`config.mk`:
```
export PLATFORM = sky130hd
export DESIGN_NAME = ser4_tx_flat
export DESIGN_NICKNAME = d
export VERILOG_FILES = /design/src/rtl/ser4_tx_pkg.sv /design/src/rtl/ser4_tx_if.sv /design/src/rtl/ser4_lane.sv /design/src/rtl/ser4_tx.sv /design/src/flat_wrapper.sv
export SDC_FILE = /design/constraint.sdc
export NUM_CORES = 1
export LEC_CHECK = 0
export ABC_CLOCK_PERIOD_IN_PS = 1650
export CAP_MARGIN = 20
export CORE_MARGIN = 5
export CORE_UTILIZATION = 43
export DETAILED_ROUTE_END_ITERATION = 12
export GPL_ROUTABILITY_DRIVEN = 0
export PLACE_DENSITY = 0.72
export SYNTH_ARGS = -nofsm -noshare
export SYNTH_HDL_FRONTEND = slang
export SYNTH_HIERARCHICAL = 1
export SYNTH_SLANG_ARGS = --single-unit
```
`constraint.sdc`:
```
create_clock -name clock -period 1.65 [get_ports clock]
set_input_delay 0.165 -clock clock [delete_from_list [all_inputs] [get_ports clock]]
set_output_delay 0.165 -clock clock [all_outputs]
set_load 0.02 [all_outputs]
```
`src/rtl/ser4_tx_pkg.sv`:
```
// Shared definitions for the ser4_tx serialiser: FSM state encoding, the
// default per-lane training word and a counter-width helper.
package ser4_tx_pkg;

    typedef enum logic [1:0] {
        IDLE  = 2'd0,
        TRAIN = 2'd1,
        SEND  = 2'd2
    } state_t;

    localparam logic [3:0] DEF_TRAIN_PAT = 4'b0001;

    // Keeps counters at least one bit wide when the count range is 1.
    function automatic int cnt_width(input int n);
        return (n > 1) ? $clog2(n) : 1;
    endfunction

endpackage

```
`src/rtl/ser4_tx_if.sv`:
```
// Word-input handshake of the ser4_tx serialiser: one RATIO-bit word per lane
// is transferred on a cycle where s_valid and s_ready are both high.
interface ser4_tx_if #(
    parameter int LANES = 2,
    parameter int RATIO = 4
) ();

    logic                   s_valid;
    logic                   s_ready;
    logic [LANES*RATIO-1:0] s_data;

    modport master (output s_valid, output s_data, input s_ready);
    modport slave  (input s_valid, input s_data, output s_ready);

endinterface

```
`src/rtl/ser4_lane.sv`:
```
// One serial lane: RATIO-bit shift register that emits bit 0 and shifts
// right with zero fill whenever it is not being loaded.
module ser4_lane #(
    parameter int RATIO = 4
) (
    input  logic             clock,
    input  logic             reset,
    input  logic             load,
    input  logic [RATIO-1:0] din,
    output logic             dout
);

    logic [RATIO-1:0] sr;

    always_ff @(posedge clock) begin
        if (reset) begin
            sr <= '0;
        end else if (load) begin
            sr <= din;
        end else begin
            sr <= sr >> 1;
        end
    end

    assign dout = sr[0];

endmodule

```
`src/rtl/ser4_tx.sv`:
```
// 4:1 parallel-to-serial transmitter feeding the IDES4 receive links; also
// generates the training sequence the receiver bitslips against.
module ser4_tx
    import ser4_tx_pkg::*;
#(
    parameter int               LANES       = 2,
    parameter int               RATIO       = 4,
    parameter logic [RATIO-1:0] TRAIN_PAT   = DEF_TRAIN_PAT,
    parameter int               TRAIN_WORDS = 8
) (
    input  logic             clock,
    input  logic             reset,
    input  logic             train_i,
    ser4_tx_if.slave         s,
    output logic [LANES-1:0] d_o,
    output logic             frame_o,
    output logic             busy_o
);

    localparam int BW = cnt_width(RATIO);
    localparam int WW = cnt_width(TRAIN_WORDS);

    state_t                 state, state_nx;
    logic [BW-1:0]          bcnt, bcnt_nx;
    logic [WW-1:0]          wcnt, wcnt_nx;
    logic                   pending, pending_nx;
    logic                   frame_nx;
    logic                   last_bit, boundary, decide;
    logic                   load;
    logic [LANES*RATIO-1:0] load_word;

    assign last_bit = (bcnt == BW'(RATIO - 1));
    assign boundary = (state == IDLE) || last_bit;
    // Inside a training sequence only the final word's end re-runs arbitration.
    assign decide   = (state == IDLE) ||
                      (last_bit && ((state == SEND) || (wcnt == WW'(TRAIN_WORDS - 1))));

    assign s.s_ready = boundary && !pending && !train_i && (state != TRAIN);

    always_comb begin
        state_nx   = state;
        bcnt_nx    = (state == IDLE) ? '0 : bcnt + 1'b1;
        wcnt_nx    = wcnt;
        pending_nx = pending | train_i;
        load       = 1'b0;
        load_word  = '0;
        if (decide) begin
            pending_nx = 1'b0;
            load       = 1'b1;
            bcnt_nx    = '0;
            if (pending || train_i) begin
                state_nx  = TRAIN;
                wcnt_nx   = '0;
                load_word = {LANES{TRAIN_PAT}};
            end else if (s.s_valid && s.s_ready) begin
                state_nx  = SEND;
                load_word = s.s_data;
            end else begin
                state_nx  = IDLE;
            end
        end else if ((state == TRAIN) && last_bit) begin
            load      = 1'b1;
            bcnt_nx   = '0;
            wcnt_nx   = wcnt + 1'b1;
            load_word = {LANES{TRAIN_PAT}};
        end
        frame_nx = load && (state_nx != IDLE);
    end

    always_ff @(posedge clock) begin
        if (reset) begin
            state   <= IDLE;
            bcnt    <= '0;
            wcnt    <= '0;
            pending <= 1'b0;
            frame_o <= 1'b0;
            busy_o  <= 1'b0;
        end else begin
            state   <= state_nx;
            bcnt    <= bcnt_nx;
            wcnt    <= wcnt_nx;
            pending <= pending_nx;
            frame_o <= frame_nx;
            busy_o  <= (state_nx != IDLE);
        end
    end

    for (genvar l = 0; l < LANES; l++) begin : g_lane
        ser4_lane #(.RATIO(RATIO)) u_lane (
            .clock (clock),
            .reset (reset),
            .load  (load),
            .din   (load_word[l*RATIO +: RATIO]),
            .dout  (d_o[l])
        );
    end

endmodule

```
`src/flat_wrapper.sv`:
```
// flat-port wrapper written by rule: the top's interface ports become plain ports
module ser4_tx_flat import ser4_tx_pkg::*;
#(
    parameter int               LANES       = 2,
    parameter int               RATIO       = 4,
    parameter logic [RATIO-1:0] TRAIN_PAT   = DEF_TRAIN_PAT,
    parameter int               TRAIN_WORDS = 8
)
  (clock, reset, train_i, d_o, frame_o, busy_o, s_s_valid, s_s_data, s_s_ready);
  ser4_tx_if #(.LANES(LANES), .RATIO(RATIO)) s_i ();
  input  logic clock;
  input  logic reset;
  input  logic train_i;
  output logic [LANES-1:0] d_o;
  output logic frame_o;
  output logic busy_o;
  input wire logic [$bits(s_i.s_valid)-1:0] s_s_valid;
  input wire logic [$bits(s_i.s_data)-1:0] s_s_data;
  output wire logic [$bits(s_i.s_ready)-1:0] s_s_ready;
  assign s_i.s_valid = s_s_valid;
  assign s_i.s_data = s_s_data;
  assign s_s_ready = s_i.s_ready;
  ser4_tx #(.LANES(LANES), .RATIO(RATIO), .TRAIN_PAT(TRAIN_PAT), .TRAIN_WORDS(TRAIN_WORDS)) u_core (.clock(clock), .reset(reset), .train_i(train_i), .s(s_i), .d_o(d_o), .frame_o(frame_o), .busy_o(busy_o));
endmodule
```
* Yosys cells after proc, flatten, opt, wreduce, memory -nomap -nowiden
Index checks and enable logic that the tools add are counted.
Word-level totals: output and inout bits 5, register bits after elaboration 18, input bits 12, word-level logic and storage cells 54
Cells by class: add/subtract/negate cells 2, multiplexer cells 14, eq/ne operators 6, bitwise operators 2, reduce and logical (&&, ||, !) cells 20
Operators by type and width (count):
- $mux 8 | 3
- $mux 3 | 5
- $logic_and 1x1->1 | 7
- $mux 2 | 3
- $mux 5 | 1
- $eq 2x2->1 const B | 2
- $logic_or 1x1->1 | 4
- $reduce_bool 2->1 | 2
- $reduce_or 2->1 | 2
- $reduce_or 4->1 | 1
- $add 3x1->3 const B | 1
- $eq 3x3->1 const B | 1
- $add 2x1->2 const B | 1
- $eq 2x1->1 const B | 1
- $logic_not 1->1 | 2
- $logic_not 2->1 | 1
- $mux 1 | 2
- $ne 2x1->1 const B | 1
- $ne 2x2->1 const B | 1
- $reduce_and 2->1 | 1
- $not 1->1 | 1
- $or 1x1->1 | 1

* Longest topological paths before layout
depth after elaboration 11, mapped depth 7, depth with buffers taken out 7

* Modules after synthesis
The synthesis kept the hierarchy.
By module, submodules not included:
- ser4_tx | sequential area each 200.2 µm², instances 1, area each 528.0 µm², cells each 57
- ser4_lane | sequential area each 80.1 µm², instances 2, area each 131.4 µm², cells each 11

* Least setup slack after synthesis
No wires, ideal clock.
kind register to register, from reg u_core.wcnt[0], to reg u_core.g_lane[0].u_lane.sr[0], setup slack -0.155 ns, stages on the path, launching flop included 7, arrival 1.689 ns, required time 1.535 ns, clock period less this slack 1.805 ns, library setup time 0.115 ns, buffers on the path 0, path through dfxtp_1 > ha_1 > ha_1 > o21ai_0 > a21oi_1 > mux2i_1 > nor2_1
Between the ends: cells in the longest elaborated chain, start to end 6, elaborated cells between the ends (all ways) 7, classes of those cells eq/ne (1); mux (3); reduce/logical (3)
Ends and longest elaborated chain:
- from (decl) | RTL line ser4_tx.sv:25 | logic [WW-1:0] wcnt, wcnt_nx;
- from (signal assigned) | RTL line ser4_tx.sv:81 | wcnt <= wcnt_nx;
- $eq 3x3->1 | RTL line ser4_tx.sv:36 | (last_bit && ((state == SEND) || (wcnt == WW'(TRAIN_WORDS - 1))));
- $logic_or 1x1->1 | RTL line ser4_tx.sv:36
- $logic_and 1x1->1 | RTL line ser4_tx.sv:36
- $logic_or 1x1->1 | RTL line ser4_tx.sv:35 | assign decide = (state == IDLE) ||
- $mux 1 | RTL line ser4_tx.sv:47 | if (decide) begin
- via u_core.load | RTL line ser4_tx.sv:29 | logic load;
- $mux 3 | RTL line ser4_lane.sv:18 | end else if (load) begin
- to (signal assigned) | RTL line ser4_lane.sv:19 | sr <= din;
- to (signal assigned) | RTL line ser4_lane.sv:21 | sr <= sr >> 1;
- to (decl) | RTL line ser4_lane.sv:13 | logic [RATIO-1:0] sr;
The timed path passes the listed nets, and every way through them passes these cells. A chain may end at the register's enable or synchronous reset.

* Final worst setup path
from reg u_core.wcnt[0], to reg u_core.wcnt[0]
Between the ends: cells in the longest elaborated chain, start to end 6, elaborated cells between the ends (all ways) 10, classes of those cells add/sub (1); eq/ne (2); mux (2); reduce/logical (5)
Ends and longest elaborated chain (RTL line):
- $eq 3x3->1 | ser4_tx.sv:36
- $logic_or 1x1->1 | ser4_tx.sv:36
- $logic_and 1x1->1 | ser4_tx.sv:36
- $logic_or 1x1->1 | ser4_tx.sv:35
- $ne 2x2->1 (no line) or $reduce_bool 2->1 (tied branches)
- $reduce_and 2->1 (no line)
Several ways; a longest one is shown, not always the timed one. The select of a mux whose other input is x is not followed.

==> run summary <==
all-layer global routing usage -> 13.8%
# rows -> 15
Critical-path top delay cell -> dfxtp_4
Slew Limit Fails -> 0
critical-path cell list -> ha_4 > ha_4 > nand4bb_1 > o31ai_4 > nor2_1 > mux2_2
clk slew on worst S/H paths -> 0.09 ns
Logic pwr share -> 22.9%
Setup WS post-layout -> 0.0283 ns
max_slew headroom -> 75.0%
drt total wl -> 1.63 mm
routed wl met2 -> 817 microns
largest net degree at the start of global routing -> 12
share of cells above drive strength 1 -> 25.9%
Cell Int Power -> 0.000647 W
area delta synth->final -> 45.4%
Initial Util -> 45.3%
worst endpoint required time -> 1.83 ns
top-area cell type share of the netlist area -> 45.6%
crit path DAT -> 1.80 ns
number of fill cells -> 155
crit end category -> register
hold_ws -> 0.471 ns
Power Density -> 759 mW/mm^2
routed length per placed instance -> 12.3 microns
sw power -> 0.000226 W
Tcrit/Tclk final -> 98.3%
commonest non-fill, non-tap cell in the layout -> dfxtp_1
Routed Antenna Nets -> 0
CP startpoint kind -> register
switch share -> 25.9%
total CTS buffers -> 3
Inst Count DP -> 128
Die H -> 52.9 microns
CTS root buf -> clkbuf_4
Initial DRC Count -> 4
highest routed layer -> met4
sequential area share after synthesis -> 45.6%
Post-Synthesis Net Count -> 94
RSZ-0062 raised after global routing -> true
ys async rst share -> 0%
Leak Pwr -> 0.507 nW
die width -> 52.9 microns
routed metal-1 wirelength -> 714 microns
crit-path most repeated cell -> ha_4
drt via density -> 4.93
dominant cell type by area after synthesis -> dfxtp_1
Seq cells post-synth -> 18
nets -> 125
die area -> 0.00280 sq mm
Reg power frac -> 53.7%
Top FF cell, synth -> dfxtp_1
Max IR drop VDD -> 0.623 mV
Avg Cell Area, Syn -> 10.0 sq um
worst-skew pair later-pin latency -> 0.28 ns
drt pass-1 iters -> 4
total gr overflow -> 0
Synth cell types -> 27
Final Hold Viols -> 0
most frequent cells in the layout -> dfxtp_1, clkdlybuf4s50_1, nor2_1
Pwr Total -> 0.000873 W
drc violations -> 0
CTS Hold Bufs -> 0
number of flops mapped to enable cells by yosys -> 0
Post-DP HPWL -> 1.16 mm
Crit Path Max Fanout -> 6
clock share of power -> 23.4%
PortBufs -> 16
final setup violating endpoints -> 0
global-route wire length before repair -> 2.81 mm
Core ar. -> 0.00175 sq mm
DR WL met3 -> 86 microns
Synth Instances -> 79
area taken by multi-input logic gates -> 480 sq um
hold crit path type -> reg -> reg
Worst path max stage delay -> 0.37 ns
outcome -> finished clean
CTS tree -> done
CTS Sinks -> 18
fmax -> 617 MHz
final std cells w/o fill -> 133
YS warnings -> 6
Longest Clk Path Bufs -> 2
Setup Skew -> 0.00331 ns
number of global-route vias before repair -> 683
Reg area -> 365 sq um
delay-heaviest family, CP -> simple AND/OR/NAND/NOR gates
Post-Syn Area -> 791 sq um
critical path class -> reg -> reg
antenna violations before repair -> 0
via count -> 656
I/O Pins -> 17
Max Cap Viol -> 0
Antenna Cells -> 0
Setup Slack @ Placement -> -0.221 ns
Final min period -> 1.62 ns
ranking of synthesized cells by area -> dfxtp_1, mux2i_1, nor2_1, and2_1, ha_1
Slew @ Worst Pin -> 0.374 ns
WP buf/inv -> 0
Finished Core Util -> 65.9%
# H-tree levels -> 1
## metrics by stage
step,TNS [ns],area [sq um]
global route,-0.378,1150
CTS,0,1120
floorplan,0,795
detailed placement,-1.81,1050
global placement,-1.13,1050
finish,0,1150
## cells by family (layout without fill, tap and decap cells)
kind of cell               Yosys count  after routing  share of synthesized area [%]
and+or+nand+nor                     33             33                           22.8
DFF                                 18             18                           45.6
AOI/OAI and AO/OA                   14             14                           16.0
muxes                                7              7                           9.02
buffers and inverters                4             33                           1.90
adders and majority gates            3              3                           4.75
## layout make-up
type                       count  area share, %
multi-input combinational     57           41.8
inverter                       3          0.979
sequential                    18           31.8
timing repair buffer          27           20.8
clock buffer                   3           1.96
tap                           25           2.72
## registers in the layout, indices dropped and copies added, names as in the netlist
name / cells
u_core/busy_o: 1
u_core/pending: 1
u_core/state: 2
u_core/frame_o: 1
u_core/g_lane.u_lane/sr: 8
u_core/bcnt: 2
u_core/wcnt: 3
## worst reg2reg max path, delay by kind of cell, from the launching register on
kind	cells	cell delay (ns)
AND/OR/NAND/NOR	2	0.40
flip-flops	1	0.37
adder cells (fa/ha/maj)	2	0.34
multiplexers	1	0.27
AO/OA/AOI/OAI	1	0.14
## Yosys cell counts (all sizes together), types with 2 or more instances
library cell   n
nand2          2
a21oi          2
nor2          13
a22o           2
nor2b          2
mux2i          6
a21o           2
o21a           2
and2           6
and3b          2
inv            3
nor3           4
ha             3
dfxtp         18
## power by group through the flow
stage,sequential [W],clock [W],combinational [W]
final,0.000469,0.000204,0.000200
after global routing,0.000473,0.000244,0.000219
after CTS,0.000468,0.000217,0.000195
after detailed placement,0.000478,0,0.000190
after global placement,0.000477,0,0.000187
after floorplan,0.000488,0,0.0000947
## routing by layer
layer	vias up	track usage, %
li1	340	-
met2	15	23.8
met3	2	3.94
met4	0	5.11
met1	299	16.0
met5	-	0
## path summary, 6_finish.rpt
| path | startpoint | slack [ns] | depth (start not counted) | to |
|---|---|---|---|---|
| setup / recovery | u_core/wcnt[0] | 0.03 | 6 | u_core/wcnt[0] |
| setup reg to reg | u_core/wcnt[0] | 0.03 | 6 | u_core/wcnt[0] |
| hold / removal | u_core/g_lane[1].u_lane/sr[1] | 0.47 | 2 | u_core/g_lane[1].u_lane/sr[0] |
| hold reg to reg | u_core/g_lane[1].u_lane/sr[1] | 0.47 | 2 | u_core/g_lane[1].u_lane/sr[0] |
## repair_timing
item | 4_1_cts | 5_1_grt
resized for setup | 10 | 9
endpoints found under the setup margin | 14 | 12
pin swaps | 1 | 1
setup buffers | 1 | 0
cloned | 1 | 0
Note: power is estimated with default switching activity, not from simulation.
